<file path="src/rtl/fwd_hazard.sv">
// Decode-stage bypass selector and load-use hazard detector for the 5-stage pipe.
// Tracks destination metadata for E/M/W and resolves NUM_SRC operands with E > M > W priority.
module fwd_hazard #(
  parameter int XLEN      = 64,
  parameter int REG_WIDTH = 5,
  parameter int NUM_SRC   = 2,
  parameter int CNT_WIDTH = 32
) (
  input  logic                         clk_i,
  input  logic                         rst_n_i,
  input  logic                         d_valid_i,
  input  logic                         d_wen_i,
  input  logic                         d_is_load_i,
  input  logic [REG_WIDTH-1:0]         d_dst_i,
  input  logic [NUM_SRC*REG_WIDTH-1:0] d_src_i,
  input  logic [NUM_SRC-1:0]           d_src_used_i,
  input  logic [NUM_SRC*XLEN-1:0]      d_rval_i,
  input  logic [XLEN-1:0]              e_valE_i,
  input  logic [XLEN-1:0]              M_valE_i,
  input  logic [XLEN-1:0]              m_valM_i,
  input  logic [XLEN-1:0]              W_val_i,
  input  logic                         flush_i,
  output logic [NUM_SRC*XLEN-1:0]      d_val_o,
  output logic                         stall_o,
  output logic [CNT_WIDTH-1:0]         stall_cnt_o
);

  function automatic logic [CNT_WIDTH-1:0] sat_inc(input logic [CNT_WIDTH-1:0] cnt);
    if (&cnt) return cnt;
    return cnt + {{(CNT_WIDTH-1){1'b0}}, 1'b1};
  endfunction

  logic                 e_vld, m_vld, w_vld;
  logic [REG_WIDTH-1:0] e_dst, m_dst, w_dst;
  logic                 e_ld, m_ld, w_ld;
  logic [NUM_SRC-1:0]   hz;
  logic                 e_bubble;

  // Decode: per-source bypass mux and load-use detection
  for (genvar k = 0; k < NUM_SRC; k++) begin : g_src
    logic [REG_WIDTH-1:0] s;
    logic                 s_nz;
    logic [XLEN-1:0]      val;

    assign s    = d_src_i[k*REG_WIDTH +: REG_WIDTH];
    assign s_nz = (s != '0);

    always_comb begin
      val = d_rval_i[k*XLEN +: XLEN];
      if (!s_nz)
        val = '0;
      else if (e_vld && e_dst == s && !e_ld)
        val = e_valE_i;
      else if (m_vld && m_dst == s)
        val = m_ld ? m_valM_i : M_valE_i;
      else if (w_vld && w_dst == s)
        val = W_val_i;
    end

    assign d_val_o[k*XLEN +: XLEN] = val;
    assign hz[k] = d_src_used_i[k] && s_nz && e_vld && e_ld && (e_dst == s);
  end

  // Flush overrides a hazard: the killed instruction must not hold the front end.
  assign stall_o  = d_valid_i && !flush_i && (|hz);
  assign e_bubble = flush_i || stall_o || !d_valid_i;

  // E/M/W stage registers
  always_ff @(posedge clk_i or negedge rst_n_i) begin
    if (!rst_n_i) begin
      e_vld <= 1'b0;
      e_dst <= '0;
      e_ld  <= 1'b0;
      m_vld <= 1'b0;
      m_dst <= '0;
      m_ld  <= 1'b0;
      w_vld <= 1'b0;
      w_dst <= '0;
      w_ld  <= 1'b0;
    end else begin
      w_vld <= m_vld;
      w_dst <= m_dst;
      w_ld  <= m_ld;
      m_vld <= e_vld;
      m_dst <= e_dst;
      m_ld  <= e_ld;
      if (e_bubble) begin
        e_vld <= 1'b0;
        e_dst <= '0;
        e_ld  <= 1'b0;
      end else begin
        e_vld <= d_wen_i && (d_dst_i != '0);
        e_dst <= d_dst_i;
        e_ld  <= d_is_load_i;
      end
    end
  end

  always_ff @(posedge clk_i or negedge rst_n_i) begin
    if (!rst_n_i)
      stall_cnt_o <= '0;
    else if (stall_o)
      stall_cnt_o <= sat_inc(stall_cnt_o);
  end

endmodule

</file>
<file path="config.mk">
export PLATFORM = sky130hd
export DESIGN_NAME = fwd_hazard
export DESIGN_NICKNAME = d
export VERILOG_FILES = /design/src/rtl/fwd_hazard.sv
export SDC_FILE = /design/constraint.sdc
export NUM_CORES = 1
export LEC_CHECK = 0
export CORE_AREA = 2 2 223 225
export DETAILED_ROUTE_END_ITERATION = 12
export DIE_AREA = 0 0 225 227
export HOLD_SLACK_MARGIN = 0.12
export PLACE_DENSITY = 0.53
export SLEW_MARGIN = 15
export SYNTH_ARGS = -nofsm -noshare
export SYNTH_HDL_FRONTEND = slang
export SYNTH_SLANG_ARGS = --single-unit
export TNS_END_PERCENT = 30
</file>
<file path="constraint.sdc">
create_clock -name clk_i -period 5.1 [get_ports clk_i]
set_clock_uncertainty 0.1 [all_clocks]
set_input_delay 1.53 -clock clk_i [delete_from_list [all_inputs] [get_ports clk_i]]
set_output_delay 1.53 -clock clk_i [all_outputs]
set_load 0.02 [all_outputs]
</file>
==> run summary <==
Routed vias -> 10,300
Drt drc -> 0
Area share of the largest cell type after synthesis -> 0.260
CTS Sinks -> 52
#FFs+latches synth -> 52
Worst IR Drop VDD -> 0.000133 V
FILL cells -> 5,113
H-tree levels -> 2
Share of layout cells above drive strength 1 -> 0.267
Global Route Usage Sum -> 0.205
Top cells by count, synth -> 273 x nand2_1, 192 x mux2i_1, 128 x a32o_1, 52 x dfrtp_1, 44 x xor2_1
Most frequent cell after synthesis -> nand2_1
Core Rows -> 81
Worst Path Required -> 3.47 ns
Worst-Skew Late Latency -> 0.30 ns
Design area -> 15,800 um2
Layout area overhead -> 114%
Port Buffer Count -> 567
Largest net degree at the start of global routing -> 35
Worst Hold Class -> reg -> reg
RSZ-0062 raised after global routing -> true
Cell area after synthesis -> 7380 um2
Cell variety after synth -> 43
Final Hold Viols -> 0
First-pass GRT wire length -> 76.6 mm
Warnings, synthesis -> 0
Worst Setup Start Kind -> input port
Synth Area in XOR/XNOR -> 0.0724
Slew headroom -> 0.484
Critical path class -> in -> out
Via density -> 4.75
Synth Net Count -> 1,301
Part of the Yosys area used for sequential elements -> 0.176
Mux share of post-synthesis cell area -> 0.262
Max Cap Viol -> 0
Crit Path Max Fanout -> 5
IO Pins -> 568
CTS tree -> yes
Initial antenna violation count -> 20
Setup violators final -> 39
Post-synth ARST share -> 1.00
Critical Path End Type -> output port
Synth top area cells -> mux2i_1 26%, dfrtp_1 18%, a32o_1 17%
Avg WL per Cell -> 26.2 um
Pwr dens -> 116 nW/um2
DRT iter0 DRCs -> 765
Post-Synth Adder-Cell Area -> 0.00169
Lkg Pwr -> 6.32 nW
GP Congestion -> 0.947
Final core utilization -> 0.325
Failing checks -> negative setup slack
Die Wd -> 225 um
Overall Power -> 1.84 mW
Simple-Gate Fraction of Synth Area -> 0.243
Synthesized netlist cell count -> 893
Worst slew pin tran -> 0.769 ns
Synthesized area per cell -> 8.27 um2
Clock tree buffer depth -> 2
Final WL -> 56.8 mm
Die Height -> 227 um
Initial Util -> 0.152
Post-synth EDFFs -> 0
Fmax -> 0.193 GHz
Post-DP HPWL -> 41.4 mm
Final period util -> 1.01
ANT nets after route -> 0
Vias in the first global route -> 10,700
Worst reg2reg setup slack -> 2.35 ns
Clk root buf -> clkbuf_16
Nets -> 1,941
GR Overflow Total -> 0
Placed cell areas -> 14,300 um2
Worst-path clk slew -> 0.07 ns
Slew Limit Fails -> 0
Core footprint -> 48,500 um2
Die Area -> 51,100 um2
Compound-Gate Fraction of Synth Area -> 0.177
Status -> complete, but fails checks
Period minus WS final -> 5.17 ns
Ys flop type -> dfrtp_1
Area leader, netlist -> mux2i_1
CTS Buf Count -> 5
Largest family of logic cells by synthesized area -> multiplexers
WP data arrival -> 3.54 ns
DR pass1 iterations -> 5
Slack of the critical path -> -0.0702 ns
## layout make-up
type | count | area [um2] | area share
Antenna cell | 15 | 37.5 | 0.00238
Clock inverter | 3 | 90.1 | 0.00570
Sequential cell | 52 | 1310 | 0.0826
Timing Repair Buffer | 709 | 7530 | 0.476
Clock buffer | 5 | 125 | 0.00792
Multi-Input combinational cell | 763 | 5930 | 0.375
Inverter | 2 | 7.51 | 0.000475
Tap cell | 622 | 778 | 0.0493
## what timing repair did
item,in CTS,in global routing
endpoints found under the setup margin,129,126
hold buffers,0,0
buffers inserted,48,7
pin swaps,30,61
cloned,14,4
resized for setup,653,184
## logic make-up after synthesis
| family | count (synthesis) |
|---|---|
| simple gates | 378 |
| flops | 52 |
| compound gates | 130 |
| fa+ha+maj | 1 |
| buf+inv | 78 |
| xor+xnor | 61 |
| mux | 193 |
## report_power, final
part           internal [mW]  switching [mW]
Sequential             0.418          0.0137
Combinational          0.536           0.382
Clock                  0.331           0.157
Total                   1.28           0.552
## layer usage
| metal | wire length, um | global-route usage | vias to the layer above |
|---|---|---|---|
| li1 | - | - | 4631 |
| met1 | 21900 | 0.241 | 4996 |
| met2 | 27900 | 0.361 | 581 |
| met3 | 4760 | 0.0478 | 107 |
| met4 | 2160 | 0.0795 | 8 |
| met5 | 48 | 0 | - |
## worst max-delay path, stage by stage
cell and delay [ns]:
buf_8 0.10, buf_6 0.11, xor2_2 0.16, nor4_2 0.32
buf_4 0.17, and3_4 0.20, buf_12 0.12, buf_4 0.11
buf_12 0.11, buf_16 0.12, nand2_1 0.05, a32o_1 0.27
buf_2 0.16
## through the flow
stage	hold WS (ns)	instances	TNS, ns	setup WS, ns
after floorplan	0.285	893	0	0.416
after global placement	0.294	2085	-111.33	-1.03
after detailed placement	0.295	2085	-107.26	-0.962
after CTS	0.311	2153	-4.69	-0.177
after global routing	0.337	2170	-6.84	-0.161
final	0.313	2171	-1.52	-0.0702
## state kept, by name, summed over array words and instances (netlist names)
register     flops
stall_cnt_o     32
e_dst            5
m_dst            5
w_dst            5
e_ld             1
e_vld            1
m_ld             1
m_vld            1
w_vld            1
## final timing paths
| path | startpoint | to | cells past startpoint |
|---|---|---|---|
| hold reg to reg | e_ld$_DFF_PN0_ | m_ld$_DFF_PN0_ | 0 |
| setup / recovery | d_src_i[9] | d_val_o[114] | 13 |
| min in group asynchronous | rst_n_i | stall_cnt_o[6]$_DFFE_PN0P_ | 1 |
| setup reg to reg | stall_cnt_o[9]$_DFFE_PN0P_ | stall_cnt_o[18]$_DFFE_PN0P_ | 7 |
| max in group asynchronous | rst_n_i | m_ld$_DFF_PN0_ | 2 |
| hold / removal | e_ld$_DFF_PN0_ | m_ld$_DFF_PN0_ | 0 |
## placed cells by master (no fill, tap or decap), types with 5 or more instances in the layout
| cell type | n |
|---|---|
| diode_2 | 15 |
| xnor2_1 | 17 |
| nor3_1 | 17 |
| nor4_1 | 5 |
| dfrtp_1 | 51 |
| and2_1 | 7 |
| nor2_1 | 7 |
| nand2_1 | 255 |
| xor2_1 | 42 |
| nand3_1 | 11 |
| buf_6 | 91 |
| a32o_2 | 53 |
| clkdlybuf4s50_1 | 427 |
| and3_1 | 9 |
| mux2i_2 | 7 |
| buf_2 | 50 |
| nand2_4 | 6 |
| a32o_1 | 75 |
| buf_12 | 42 |
| mux2i_1 | 179 |
| buf_8 | 10 |
| nand2_2 | 12 |
| clkbuf_16 | 9 |
| mux2i_4 | 6 |
| buf_16 | 12 |
| nand4_1 | 8 |
| buf_4 | 70 |
Power figures use the tool's default switching activity.
